$ cat config.mk
export PLATFORM = sky130hd
export DESIGN_NAME = hub75_bcm_timer_flat
export DESIGN_NICKNAME = d
export VERILOG_FILES = /design/src/rtl/hub75_bcm_timer_if.sv /design/src/rtl/hub75_bcm_timer.sv /design/src/flat_wrapper.sv
export SDC_FILE = /design/constraint.sdc
export NUM_CORES = 1
export LEC_CHECK = 0
export ABC_AREA = 1
export BUFFER_PORTS_ARGS = -buffer_cell sky130_fd_sc_hd__buf_2
export CORE_UTILIZATION = 35
export DETAILED_ROUTE_END_ITERATION = 16
export PLACE_DENSITY_LB_ADDON = 0.1
export SYNTH_ARGS = -nofsm -noshare
export SYNTH_HDL_FRONTEND = slang
export SYNTH_SLANG_ARGS = --single-unit
$ cat constraint.sdc
create_clock -name clk -period 4 [get_ports clk]
set_input_delay 0.8 -clock clk [delete_from_list [all_inputs] [get_ports clk]]
set_output_delay 0.8 -clock clk [all_outputs]
set_load 0.03 [all_outputs]
$ cat src/rtl/hub75_bcm_timer_if.sv
// Line handshake between the row/bit-plane sequencer (master) and the
// HUB75 BCM display timer (slave).
interface hub75_bcm_timer_if #(
  parameter int row_w = 5,
  parameter int bit_w = 3
);
  logic             line_valid;
  logic [bit_w-1:0] pix_bit;
  logic [row_w-1:0] row;
  logic             line_req;

  modport master (output line_valid, output pix_bit, output row, input line_req);
  modport slave  (input line_valid, input pix_bit, input row, output line_req);
endinterface

$ cat src/rtl/hub75_bcm_timer.sv
// HUB75 binary-coded-modulation display timer.
// Takes "line loaded" events from the sequencer, latches the shift register
// into the panel and keeps OE_n low for a time weighted by the bit plane.
// Optional global dimming is compiled in with `define HUB75_BRIGHTNESS_EN.
module hub75_bcm_timer #(
  parameter int vpixel_p       = 64,
  parameter int segments_p     = 2,
  parameter int bpp_p          = 8,
  parameter int base_cycles_p  = 16,
  parameter int latch_cycles_p = 2,
  parameter int dead_cycles_p  = 4,
  localparam int row_w  = $clog2(vpixel_p / segments_p),
  localparam int bit_w  = $clog2(bpp_p),
  localparam int time_w = $clog2(base_cycles_p) + bpp_p
) (
  input  logic             clk,
  input  logic             rst_n,
  input  logic             i_enable,
  input  logic [7:0]       i_brightness,
  hub75_bcm_timer_if.slave line_if,
  output logic             o_lat,
  output logic             o_oe_n,
  output logic [row_w-1:0] o_row_addr,
  output logic             o_blanking,
  output logic             o_busy,
  output logic             o_underflow,
  output logic             o_overflow
);

  typedef enum logic [2:0] {
    IDLE, BLANK_PRE, LATCH, BLANK_POST, DISPLAY, STARVE
  } state_t;

  state_t state_q, state_d;

  logic [time_w-1:0] cnt_q, cnt_d;
  logic [time_w-1:0] on_q, on_d;
  logic [time_w-1:0] full, on_calc;
  logic              pend_q, pend_d;
  logic [bit_w-1:0]  pend_bit_q, pend_bit_d;
  logic [row_w-1:0]  pend_row_q, pend_row_d;
  logic [bit_w-1:0]  act_bit_q, act_bit_d;
  logic [row_w-1:0]  row_q, row_d;
  logic              lat_q, lat_d, oe_n_q, oe_n_d, blank_q, blank_d;
  logic              req_q, req_d, busy_q, busy_d;
  logic              unf_q, unf_d, ovf_q, ovf_d, en_q;
  logic              done, enter, consume, en_rise;

  assign done    = (cnt_q == '0);
  assign en_rise = i_enable & ~en_q;
  assign full    = time_w'(base_cycles_p) << act_bit_q;

`ifdef HUB75_BRIGHTNESS_EN
  localparam int prod_w = time_w + 9;
  logic [prod_w-1:0] bright_prod;
  assign bright_prod = prod_w'(full) * prod_w'({1'b0, i_brightness} + 9'd1);
  assign on_calc     = time_w'(bright_prod >> 8);
`else
  logic unused_brightness;
  assign unused_brightness = ^i_brightness;
  assign on_calc           = full;
`endif

  // State register.
  always_ff @(posedge clk or negedge rst_n) begin
    if (!rst_n) state_q <= IDLE;
    else        state_q <= state_d;
  end

  // Next state, counter reload, pending slot and next registered outputs.
  always_comb begin
    state_d    = state_q;
    cnt_d      = cnt_q;
    pend_d     = pend_q;
    pend_bit_d = pend_bit_q;
    pend_row_d = pend_row_q;
    act_bit_d  = act_bit_q;
    row_d      = row_q;
    on_d       = on_q;

    case (state_q)
      IDLE:       if (pend_q) state_d = BLANK_PRE;
      BLANK_PRE:  if (done)   state_d = LATCH;
      LATCH:      if (done)   state_d = BLANK_POST;
      BLANK_POST: if (done)   state_d = DISPLAY;
      DISPLAY:    if (done)   state_d = pend_q ? BLANK_PRE : STARVE;
      STARVE:     if (pend_q) state_d = BLANK_PRE;
      default:                state_d = IDLE;
    endcase
    if (!i_enable) state_d = IDLE;

    enter   = (state_d != state_q);
    consume = enter && (state_d == LATCH);

    if (enter) begin
      case (state_d)
        BLANK_PRE, BLANK_POST: cnt_d = time_w'(dead_cycles_p - 1);
        LATCH:                 cnt_d = time_w'(latch_cycles_p - 1);
        DISPLAY:               cnt_d = full - time_w'(1);
        default:               cnt_d = '0;
      endcase
    end else if (!done) begin
      cnt_d = cnt_q - time_w'(1);
    end

    if (!i_enable) begin
      pend_d = 1'b0;
    end else if (consume || !pend_q) begin
      pend_d = line_if.line_valid;
      if (line_if.line_valid) begin
        pend_bit_d = line_if.pix_bit;
        pend_row_d = line_if.row;
      end
    end

    if (consume) begin
      act_bit_d = pend_bit_q;
      row_d     = pend_row_q;
    end
    if (enter && state_d == DISPLAY) on_d = on_calc;

    lat_d   = (state_d == LATCH);
    oe_n_d  = !((state_d == DISPLAY) && (cnt_d >= full - on_d));
    blank_d = (state_d != DISPLAY);
    busy_d  = (state_d != IDLE);
    req_d   = (state_q == LATCH) && (state_d == BLANK_POST);
    unf_d   = (en_rise ? 1'b0 : unf_q)
            | (i_enable && state_q == DISPLAY && done && !pend_q);
    ovf_d   = (en_rise ? 1'b0 : ovf_q)
            | (i_enable && line_if.line_valid && pend_q && !consume);
  end

  // Datapath, pending slot and registered panel outputs.
  always_ff @(posedge clk or negedge rst_n) begin
    if (!rst_n) begin
      cnt_q      <= '0;
      on_q       <= '0;
      pend_q     <= 1'b0;
      pend_bit_q <= '0;
      pend_row_q <= '0;
      act_bit_q  <= '0;
      row_q      <= '0;
      lat_q      <= 1'b0;
      oe_n_q     <= 1'b1;
      blank_q    <= 1'b1;
      req_q      <= 1'b0;
      busy_q     <= 1'b0;
      unf_q      <= 1'b0;
      ovf_q      <= 1'b0;
      en_q       <= 1'b0;
    end else begin
      cnt_q      <= cnt_d;
      on_q       <= on_d;
      pend_q     <= pend_d;
      pend_bit_q <= pend_bit_d;
      pend_row_q <= pend_row_d;
      act_bit_q  <= act_bit_d;
      row_q      <= row_d;
      lat_q      <= lat_d;
      oe_n_q     <= oe_n_d;
      blank_q    <= blank_d;
      req_q      <= req_d;
      busy_q     <= busy_d;
      unf_q      <= unf_d;
      ovf_q      <= ovf_d;
      en_q       <= i_enable;
    end
  end

  assign o_lat            = lat_q;
  assign o_oe_n           = oe_n_q;
  assign o_row_addr       = row_q;
  assign o_blanking       = blank_q;
  assign o_busy           = busy_q;
  assign o_underflow      = unf_q;
  assign o_overflow       = ovf_q;
  assign line_if.line_req = req_q;

endmodule

$ cat src/flat_wrapper.sv
// flat-port wrapper written by rule: the top's interface ports become plain ports
module hub75_bcm_timer_flat 
#(
  parameter int vpixel_p       = 64,
  parameter int segments_p     = 2,
  parameter int bpp_p          = 8,
  parameter int base_cycles_p  = 16,
  parameter int latch_cycles_p = 2,
  parameter int dead_cycles_p  = 4,
  localparam int row_w  = $clog2(vpixel_p / segments_p),
  localparam int bit_w  = $clog2(bpp_p),
  localparam int time_w = $clog2(base_cycles_p) + bpp_p
)
  (clk, rst_n, i_enable, i_brightness, o_lat, o_oe_n, o_row_addr, o_blanking, o_busy, o_underflow, o_overflow, line_if_line_valid, line_if_pix_bit, line_if_row, line_if_line_req);
  hub75_bcm_timer_if #(.row_w((5)), .bit_w((3))) line_if_i ();
  input  logic clk;
  input  logic rst_n;
  input  logic i_enable;
  input  logic [7:0] i_brightness;
  output logic o_lat;
  output logic o_oe_n;
  output logic [row_w-1:0] o_row_addr;
  output logic o_blanking;
  output logic o_busy;
  output logic o_underflow;
  output logic o_overflow;
  input wire logic [$bits(line_if_i.line_valid)-1:0] line_if_line_valid;
  input wire logic [$bits(line_if_i.pix_bit)-1:0] line_if_pix_bit;
  input wire logic [$bits(line_if_i.row)-1:0] line_if_row;
  output wire logic [$bits(line_if_i.line_req)-1:0] line_if_line_req;
  assign line_if_i.line_valid = line_if_line_valid;
  assign line_if_i.pix_bit = line_if_pix_bit;
  assign line_if_i.row = line_if_row;
  assign line_if_line_req = line_if_i.line_req;
  hub75_bcm_timer #(.vpixel_p(vpixel_p), .segments_p(segments_p), .bpp_p(bpp_p), .base_cycles_p(base_cycles_p), .latch_cycles_p(latch_cycles_p), .dead_cycles_p(dead_cycles_p)) u_core (.clk(clk), .rst_n(rst_n), .i_enable(i_enable), .i_brightness(i_brightness), .line_if(line_if_i), .o_lat(o_lat), .o_oe_n(o_oe_n), .o_row_addr(o_row_addr), .o_blanking(o_blanking), .o_busy(o_busy), .o_underflow(o_underflow), .o_overflow(o_overflow));
endmodule
==> results.json, run 1 <==
{
  "layout.nets": 473,
  "final_common_cell": "nand2_1",
  "cts_max_level": 2,
  "async_flop_share_pct": 100,
  "clk_pin_slew_ns": 0.11,
  "io_pins": 32,
  "synthFlopType": "dfrtp_1",
  "row_count": 34,
  "drt_wl_total_mm": 7.16,
  "yosys_warnings": 0,
  "grt_use_total_pct": 16.5,
  "via_per_inst": 4.86,
  "portBuffers": 23,
  "cts_buffers": 5,
  "seqPwrFrac_pct": 33.3,
  "arrival_ns": 3.76,
  "met2_length_mm": 3.25,
  "hpwl_mm": 5.37,
  "antennaDiodeCount": 0,
  "grt_pass1_wl_mm": 12.4,
  "dieArea_mm2": 0.00940,
  "placed_cell_area_mm2": 0.00341,
  "crit_buf_inv": 5,
  "wl_per_cell_um": 13.2,
  "combPwrFrac_pct": 47.6,
  "hold_viol": 0,
  "irDropWorstVdd_v": 0.000214,
  "finalNonFillerCells": 543,
  "yosys.area.top_type": "dfrtp_1",
  "drc_errors": 0,
  "drt_first_pass_iters": 4,
  "synth.yosys.seq_area_share_pct": 41.3,
  "critPathCaptureType": "flop",
  "postCtsHoldBufs": 0,
  "drv_slew": 0,
  "rsz0062_at_grt": "no",
  "cp-start-kind": "flop",
  "top_layer": "met4",
  "grt_pass1_vias": 2591,
  "overflow": 0,
  "gp_congestion": 0.836,
  "synthCells": 401,
  "worstPathMaxFanout": 15,
  "skew_ns": 0.0150,
  "ys_top_cells_by_area": "dfrtp_1, nand2_1, ha_1",
  "clk_path_buf_depth": 2,
  "cts_sinks": 52,
  "intPower_mw": 1.16,
  "syn-num-nets": 440,
  "grt_max_degree": 43,
  "fin_crit_ns": 3.51,
  "clkPwrFrac_pct": 19.2,
  "p_sw_share_pct": 42.8,
  "wl_met1_mm": 3.67,
  "synth.distinct_cells": 39,
  "cpMostUsedCell": "nand2_1",
  "status": "finished, final reports clean",
  "antenna_left": 0,
  "crit_family": "simple AND/OR/NAND/NOR gates",
  "maxCapViolCount": 0,
  "die_w_um": 97.0,
  "synth_seq_cells": 52,
  "hold_path_class": "reg -> reg",
  "slowest_stage": "dfrtp_1",
  "ctsRootBufferMaster": "clkbuf_8",
  "synth-edff-count": 0,
  "powerDensity_mw_per_mm2": 571,
  "p_leak_nw": 1.95,
  "tightest_slew_ns": 0.969,
  "fin_area_mm2": 0.00357,
  "slew_headroom_pct": 35.4,
  "path_class": "reg -> reg",
  "routed-via-count": 2640,
  "finalCritPeriodShare_pct": 87.8,
  "final_util_pct": 40.9,
  "setup_tns_ns": 0,
  "drt_iter0_drc": 112,
  "cts_tree": "built",
  "area_growth_pct": 13.0,
  "cpPeakStageDelay_ns": 0.39,
  "yosys.area.top_type_share_pct": 39.7,
  "antenna_found_initial": 0,
  "clk_latency_ns": 0.32,
  "required_ns": 4.25,
  "final_cell_mix": "nand2_1, inv_1, dfrtp_1",
  "setup_violations": 0,
  "drive_above_1_share_pct": 15.4,
  "initial_core_util_pct": 36.2,
  "post_synth.cell_area_avg_um2": 7.87,
  "fillers": 885,
  "fmax_mhz": 285,
  "synth_area_mm2": 0.00316,
  "wl_met3_um": 172,
  "dp_cells": 533,
  "core_area_mm2": 0.00872,
  "die_y_um": 97.0,
  "p_switching_uw": 872
}
worst register-to-register path, stage by stage (launching register included):
cell	delay [ns]
dfrtp_1	0.39
inv_1	0.09
ha_1	0.20
nand2_2	0.10
nor2_4	0.17
nand2_4	0.14
inv_4	0.15
nand2_1	0.06
nand2_1	0.11
nand2_2	0.10
xor2_1	0.14
nand2_1	0.11
nor2_4	0.13
inv_4	0.11
a21oi_1	0.13
nand2_1	0.08
inv_1	0.07
ha_1	0.22
inv_1	0.05
nand2_1	0.04
a21oi_1	0.12
o21bai_1	0.08
a21oi_1	0.17
nor3_1	0.08
o211ai_1	0.17
a21oi_1	0.08
o21ai_0	0.15
through the flow:
step / setup slack [ns] / total power, mW / hold slack (ns)
finish: 0.487 / 2.04 / 0.478
CTS: 0.241 / 2.04 / 0.485
detailed placement: 0.269 / 1.65 / 0.459
global placement: 0.319 / 1.63 / 0.453
global route: 0.0151 / 2.24 / 0.506
floorplan: 0.424 / 1.45 / 0.443
layout make-up:
type | count | area, um2 | share of cell area (%)
sequential | 52 | 1300 | 36.5
clock buffer | 5 | 68.8 | 1.93
clock inverter | 3 | 46.3 | 1.30
timing repair buffer | 32 | 183 | 5.12
multi-input combinational | 285 | 1610 | 45.1
inverter | 58 | 223 | 6.24
tap | 108 | 135 | 3.79
sequential cells by signal, summed over array words and instances, names as in the netlist:
name,flops
u_core.on_q,12
u_core.pend_row_q,5
u_core.o_row_addr,5
u_core.line_if.line_req,1
u_core.o_underflow,1
u_core.o_lat,1
u_core.en_q,1
u_core.act_bit_q,3
u_core.pend_q,1
u_core.o_oe_n,1
u_core.o_busy,1
u_core.o_overflow,1
u_core.cnt_q,12
u_core.pend_bit_q,3
u_core.state_q,3
u_core.o_blanking,1
per-layer routing:
| layer | up-vias | track usage, % |
|---|---|---|
| met5 | - | 0 |
| met4 | 0 | 4.13 |
| met3 | 5 | 2.82 |
| met2 | 36 | 26.1 |
| met1 | 1228 | 23.3 |
| li1 | 1371 | - |
power groups by stage:
stage	combinational [mW]	sequential [mW]	clock (mW)
after CTS	0.966	0.677	0.402
after global routing	1.13	0.692	0.421
final	0.968	0.677	0.390
after global placement	0.940	0.687	0
after detailed placement	0.960	0.688	0
after floorplan	0.751	0.697	0
cell families after synthesis:
| logic type | count (synthesis) | synth area share (%) |
|---|---|---|
| flip-flops | 52 | 41.3 |
| buffers and inverters | 64 | 8.52 |
| adder cells (fa/ha/maj) | 19 | 7.53 |
| AO/OA/AOI/OAI | 61 | 12.0 |
| AND/OR/NAND/NOR | 192 | 27.0 |
| XOR/XNOR | 13 | 3.61 |
worst paths after layout:
kind / start / end / slack (ns) / depth (start not counted)
worst min register to register: u_core.pend_bit_q[0] / u_core.pend_bit_q[0] / 0.48 / 2
min in group asynchronous: rst_n / u_core.state_q[2] / 0.63 / 1
max in group asynchronous: rst_n / u_core.act_bit_q[1] / 2.63 / 2
worst max-delay path: u_core.cnt_q[0] / u_core.o_oe_n / 0.49 / 26
worst min-delay path: u_core.pend_bit_q[0] / u_core.pend_bit_q[0] / 0.48 / 2
worst max register to register: u_core.cnt_q[0] / u_core.o_oe_n / 0.49 / 26
repair_timing:
item	4_1_cts	5_1_grt
resized for setup	0	6
setup buffers	0	2
hold endpoints to repair	0	0
endpoints found under the setup margin	0	1
cells in the mapped netlist, types with 4 or more instances:
master     n
nor3_1     8
nand2_1  100
nand3_1   33
a21oi_1   23
nand2_2    6
nor2_2     4
inv_1     55
xor2_1     9
xnor2_1    4
nor2_1    31
o21ai_0   17
dfrtp_1   50
ha_1      19
Power figures use the tool's default switching activity.
==> run 2, diff against run 1 <==
--- a/config.mk
+++ b/config.mk
@@ -8,7 +8,9 @@
 export ABC_AREA = 1
 export BUFFER_PORTS_ARGS = -buffer_cell sky130_fd_sc_hd__buf_2
 export CORE_UTILIZATION = 35
+export CTS_CLUSTER_DIAMETER = 50
 export DETAILED_ROUTE_END_ITERATION = 16
+export MAX_ROUTING_LAYER = met4
 export PLACE_DENSITY_LB_ADDON = 0.1
 export SYNTH_ARGS = -nofsm -noshare
 export SYNTH_HDL_FRONTEND = slang
==> results.json, run 2 (synthesized netlist as in run 1, its figures left out) <==
{
  "p_switching_uw": 874,
  "routed-via-count": 2636,
  "grt_max_degree": 43,
  "p_leak_nw": 1.95,
  "cts_buffers": 5,
  "setup_violations": 0,
  "required_ns": 4.25,
  "dieArea_mm2": 0.00940,
  "grt_pass1_vias": 2578,
  "finalNonFillerCells": 543,
  "cpMostUsedCell": "nand2_1",
  "drt_first_pass_iters": 4,
  "cts_tree": "built",
  "status": "finished, final reports clean",
  "drive_above_1_share_pct": 15.4,
  "irDropWorstVdd_v": 0.000214,
  "overflow": 0,
  "slew_headroom_pct": 35.5,
  "maxCapViolCount": 0,
  "ff2ff_setup_slack_ns": 0.49,
  "area_growth_pct": 13.0,
  "hpwl_mm": 5.37,
  "timing.final.ws_setup_ns": 0.488,
  "setup_tns_ns": 0,
  "antenna_found_initial": 0,
  "die_y_um": 97.0,
  "arrival_ns": 3.76,
  "wl_per_cell_um": 13.2,
  "dp_cells": 533,
  "row_count": 34,
  "antennaDiodeCount": 0,
  "r2r_cells": 26,
  "drt_iter0_drc": 116,
  "grt_pass1_wl_mm": 12.5,
  "finalCritPeriodShare_pct": 87.8,
  "drt_wl_total_mm": 7.18,
  "hold_start": "u_core.pend_bit_q[0]",
  "tightest_slew_ns": 0.968,
  "combPwrFrac_pct": 47.6,
  "worstPathMaxFanout": 15,
  "slowest_stage": "dfrtp_1",
  "cpPeakStageDelay_ns": 0.39,
  "cts_sinks": 52,
  "clk_latency_ns": 0.32,
  "min_to": "u_core.pend_bit_q[0]",
  "power_mw": 2.04,
  "path_class": "reg -> reg",
  "grt_use_total_pct": 17.0,
  "die_w_um": 97.0,
  "post-place-ws_ns": 0.269,
  "drv_slew": 0,
  "gp_congestion": 0.849,
  "core_area_mm2": 0.00872,
  "clkPwrFrac_pct": 19.2,
  "final_common_cell": "nand2_1",
  "r2r-start": "u_core.cnt_q[0]",
  "cp-start-kind": "flop",
  "intPower_mw": 1.16,
  "hold_viol": 0,
  "skew_ns": 0.0161,
  "antenna_left": 0,
  "seqPwrFrac_pct": 33.2,
  "ctsRootBufferMaster": "clkbuf_8",
  "cts_max_level": 2,
  "drc_errors": 0,
  "via_per_inst": 4.85,
  "clk_pin_slew_ns": 0.11,
  "fin_crit_ns": 3.51,
  "top_regs": "u_core.cnt_q: 12 flops, u_core.on_q: 12 flops",
  "final_cell_mix": "nand2_1, inv_1, dfrtp_1",
  "fmax_mhz": 285,
  "hold_depth": 2,
  "critPathCaptureType": "flop",
  "layout.nets": 473,
  "hold_path_class": "reg -> reg",
  "portBuffers": 23,
  "io_pins": 32,
  "rsz0062_at_grt": "no",
  "p_sw_share_pct": 42.9,
  "whs_ns": 0.478,
  "fillers": 885,
  "clk_path_buf_depth": 2,
  "powerDensity_mw_per_mm2": 571,
  "r2r-end": "u_core.o_oe_n",
  "initial_core_util_pct": 36.2
}
## run 2: cell counts in the layout (fill, tap and decap cells not counted)
Identical to the previous run, type by type.
## run 2: power groups by stage
stage / clock network (mW) / registers, mW / logic, mW
floorplan: 0 / 0.697 / 0.751
global placement: 0 / 0.687 / 0.940
detailed placement: 0 / 0.688 / 0.960
CTS: 0.402 / 0.677 / 0.966
global route: 0.421 / 0.692 / 1.13
finish: 0.391 / 0.677 / 0.969
## run 2: per-stage QoR
| step | util [%] | cell area, um2 |
|---|---|---|
| 6_report | 40.9 | 3570 |
| 5_1_grt | 40.9 | 3570 |
| 4_1_cts | 40.4 | 3520 |
| 3_5_place_dp | 39.1 | 3410 |
| 3_3_place_gp | 39.1 | 3410 |
| 2_1_floorplan | - | 3160 |
## run 2: worst max-delay path, delay by kind of cell (launching register included)
| kind | cells | cell delay, ns |
|---|---|---|
| AOI/OAI and AO/OA | 7 | 0.90 |
| xor gates and xnor gates | 1 | 0.14 |
| adders and majority gates | 2 | 0.42 |
| buffers and inverters | 5 | 0.47 |
| and+or+nand+nor | 11 | 1.12 |
| DFF | 1 | 0.39 |
## run 2: worst max-delay path by stage
stage	depth (start not counted)	startpoint	slack [ns]	end
floorplan	25	u_core.cnt_q[0]	0.42	u_core.o_oe_n
global placement	26	u_core.cnt_q[0]	0.32	u_core.o_oe_n
detailed placement	25	u_core.cnt_q[0]	0.27	u_core.o_oe_n
CTS	25	u_core.cnt_q[0]	0.24	u_core.o_oe_n
global route	26	u_core.cnt_q[0]	0.01	u_core.o_oe_n
finish	26	u_core.cnt_q[0]	0.49	u_core.o_oe_n
## run 2: cell type report
class / count / area [um2] / area share (%)
clock inverters: 3 / 46.3 / 1.30
repair buffers: 32 / 183 / 5.12
inverters: 58 / 223 / 6.24
clock buffers: 5 / 68.8 / 1.93
multi-input cells: 285 / 1610 / 45.1
flip-flops and latches: 52 / 1300 / 36.5
well taps: 108 / 135 / 3.79
## run 2: routing by layer
| metal | track usage [%] | part of all wire [%] | vias to the layer above |
|---|---|---|---|
| li1 | - | - | 1369 |
| met1 | 23.3 | 51 | 1224 |
| met2 | 26.1 | 45 | 36 |
| met3 | 2.82 | 2.6 | 7 |
| met4 | 4.13 | 0.99 | 0 |
| met5 | - | 0 | - |
## run 2: timing repair
action / 4_1_cts / 5_1_grt
buffers inserted: 0 / 2
hold buffers: 0 / 0
gates resized for setup: 0 / 6
endpoints found under the setup margin: 0 / 1
==> run 3, diff against run 2 <==
--- a/config.mk
+++ b/config.mk
@@ -5,7 +5,6 @@
 export SDC_FILE = /design/constraint.sdc
 export NUM_CORES = 1
 export LEC_CHECK = 0
-export ABC_AREA = 1
 export BUFFER_PORTS_ARGS = -buffer_cell sky130_fd_sc_hd__buf_2
 export CORE_UTILIZATION = 35
 export CTS_CLUSTER_DIAMETER = 50
==> results.json, run 3 <==
{
  "layout.nets": 430,
  "yosys.area.top_type": "dfrtp_1",
  "fillers": 870,
  "clk_path_buf_depth": 2,
  "crit_family": "compound AO/OA/AOI/OAI gates",
  "maxCapViolCount": 0,
  "hpwl_mm": 5.11,
  "irDropWorstVdd_v": 0.000280,
  "hold_path_class": "in -> async",
  "wl_met1_mm": 3.62,
  "grt_use_total_pct": 16.4,
  "path_class": "reg -> reg",
  "drive_above_1_share_pct": 31.9,
  "clk_latency_ns": 0.32,
  "yosysMostFrequentCell": "dfrtp_1",
  "drt_iter0_drc": 81,
  "drv_slew": 0,
  "seqPwrFrac_pct": 24.8,
  "yosys.area.top_type_share_pct": 39.9,
  "whs_ns": 0.410,
  "p_sw_share_pct": 40.9,
  "wl_per_cell_um": 14.1,
  "cts_sinks": 52,
  "grt_max_degree": 35,
  "ys_top_cells_by_area": "dfrtp_1, ha_1, mux2_2",
  "r2r-start": "u_core.cnt_q[5]",
  "dieArea_mm2": 0.00935,
  "rsz0062_at_grt": "yes",
  "yosys_warnings": 0,
  "power_mw": 2.79,
  "wl_met3_um": 167,
  "critPathCaptureType": "flop",
  "setup_violations": 1,
  "fmax_mhz": 240,
  "cts_tree": "built",
  "violations": "setup timing",
  "cts_buffers": 5,
  "async_flop_share_pct": 100,
  "clk_pin_slew_ns": 0.11,
  "combPwrFrac_pct": 63.1,
  "core_area_mm2": 0.00872,
  "row_count": 34,
  "ff2ff_setup_slack_ns": -0.17,
  "routed-via-count": 2497,
  "path_cells": "or4_1, or4_4, nand2_1, and2_4, ha_4, o21a_1, o32ai_2, a211oi_2, xnor2_1, ha_1, a2111oi_1, a21oi_2, o31a_1, o21bai_1",
  "syn-num-nets": 366,
  "status": "complete, but fails checks",
  "initial_core_util_pct": 36.0,
  "cts_max_level": 2,
  "synth.yosys.seq_area_share_pct": 41.5,
  "yosys-top-cells-count": "dfrtp_1, nand2_1, nor2_1",
  "slowest_stage": "or4_1",
  "drt_first_pass_iters": 4,
  "antenna_left": 0,
  "clkPwrFrac_pct": 12.1,
  "post_synth.cell_area_avg_um2": 9.60,
  "drt_wl_total_mm": 7.05,
  "timing.final.ws_setup_ns": -0.173,
  "drc_errors": 0,
  "die_y_um": 96.7,
  "die_w_um": 96.7,
  "skew_ns": 0.0160,
  "finalCritPeriodShare_pct": 104,
  "r2r_cells": 14,
  "top_regs": "u_core.cnt_q: 12 flops, u_core.on_q: 12 flops",
  "grt_pass1_vias": 2459,
  "crit_buf_inv": 0,
  "slew_headroom_pct": 66.3,
  "synth_seq_cells": 52,
  "synthCells": 327,
  "synthFlopType": "dfrtp_1",
  "setup_tns_ns": -0.173,
  "worstPathMaxFanout": 5,
  "antenna_found_initial": 0,
  "top_layer": "met4",
  "post-place-ws_ns": -0.188,
  "intPower_mw": 1.65,
  "synth-edff-count": 0,
  "grt_pass1_wl_mm": 12.0,
  "powerDensity_mw_per_mm2": 713,
  "arrival_ns": 4.42,
  "portBuffers": 23,
  "overflow": 0,
  "tightest_slew_ns": 0.505,
  "synth.distinct_cells": 61,
  "r2r-end": "u_core.o_oe_n",
  "antennaDiodeCount": 0,
  "gp_congestion": 0.804,
  "fin_crit_ns": 4.17,
  "hold_viol": 0,
  "area_growth_pct": 24.8,
  "synth_area_mm2": 0.00314,
  "required_ns": 4.25,
  "p_leak_nw": 1.84,
  "final_common_cell": "buf_4",
  "cpPeakStageDelay_ns": 0.66,
  "ctsRootBufferMaster": "clkbuf_8",
  "cp-start-kind": "flop",
  "via_per_inst": 4.99,
  "met2_length_mm": 3.19,
  "io_pins": 32,
  "p_switching_mw": 1.14,
  "final_cell_mix": "buf_4, dfrtp_1, nand2_1"
}
==> run 3: worst max path at each step <==
| stage | end | slack [ns] | from | cells after the start |
|---|---|---|---|---|
| after CTS | u_core.o_oe_n | -0.18 | u_core.cnt_q[1] | 19 |
| after detailed placement | u_core.o_oe_n | -0.19 | i_enable | 19 |
| after global placement | u_core.o_oe_n | -0.20 | i_enable | 19 |
| final | u_core.o_oe_n | -0.17 | u_core.cnt_q[5] | 14 |
| after global routing | u_core.o_oe_n | -0.43 | u_core.cnt_q[0] | 19 |
| after floorplan | u_core.o_oe_n | -0.19 | u_core.cnt_q[0] | 22 |
==> run 3: cell families (layout without fill, tap and decap cells) <==
family	count (synthesis)	after routing	share of synthesized area [%]
fa+ha+maj	19	19	7.58
simple gates	109	109	18.2
compound gates	72	72	15.6
mux	19	19	6.74
xor+xnor	21	21	5.86
buf+inv	35	100	4.51
flops	52	52	41.5
==> run 3: area by class of cell <==
type                    count  area, um2  area share [%]
clock buffers               5       68.8            1.76
clock inverters             3       28.8           0.735
inverters                  16       60.1            1.53
multi-input cells         240       1810            46.1
flip-flops and latches     52       1300            33.3
well taps                 108        135            3.45
repair buffers             76        513            13.1
==> run 3: power by group through the flow <==
stage | Combinational [mW] | Clock (mW) | Sequential [mW]
2_1_floorplan | 1.08 | 0 | 0.738
3_3_place_gp | 1.63 | 0 | 0.698
3_5_place_dp | 1.64 | 0 | 0.701
4_1_cts | 1.66 | 0.356 | 0.691
5_1_grt | 1.96 | 0.374 | 0.706
6_report | 1.76 | 0.337 | 0.693
==> run 3: per-layer routing <==
layer	vias up	global-route usage, %
li1	1286	-
met1	1172	22.7
met2	33	25.6
met3	6	2.02
met4	0	4.48
met5	-	-
==> run 3: repair_timing <==
action	in CTS	in global routing
setup endpoints to repair	1	1
setup buffers	1	2
pin swaps	1	11
hold buffers	0	0
gates cloned	0	0
resized for setup	0	7
==> run 3: stage by stage <==
stage | std cells | utilization [%] | cell area, um2
final | 500 | 44.9 | 3920
after global routing | 500 | 44.9 | 3920
after CTS | 498 | 44.3 | 3860
after detailed placement | 489 | 43.1 | 3750
after global placement | 489 | 43.1 | 3750
after floorplan | 327 | - | 3230
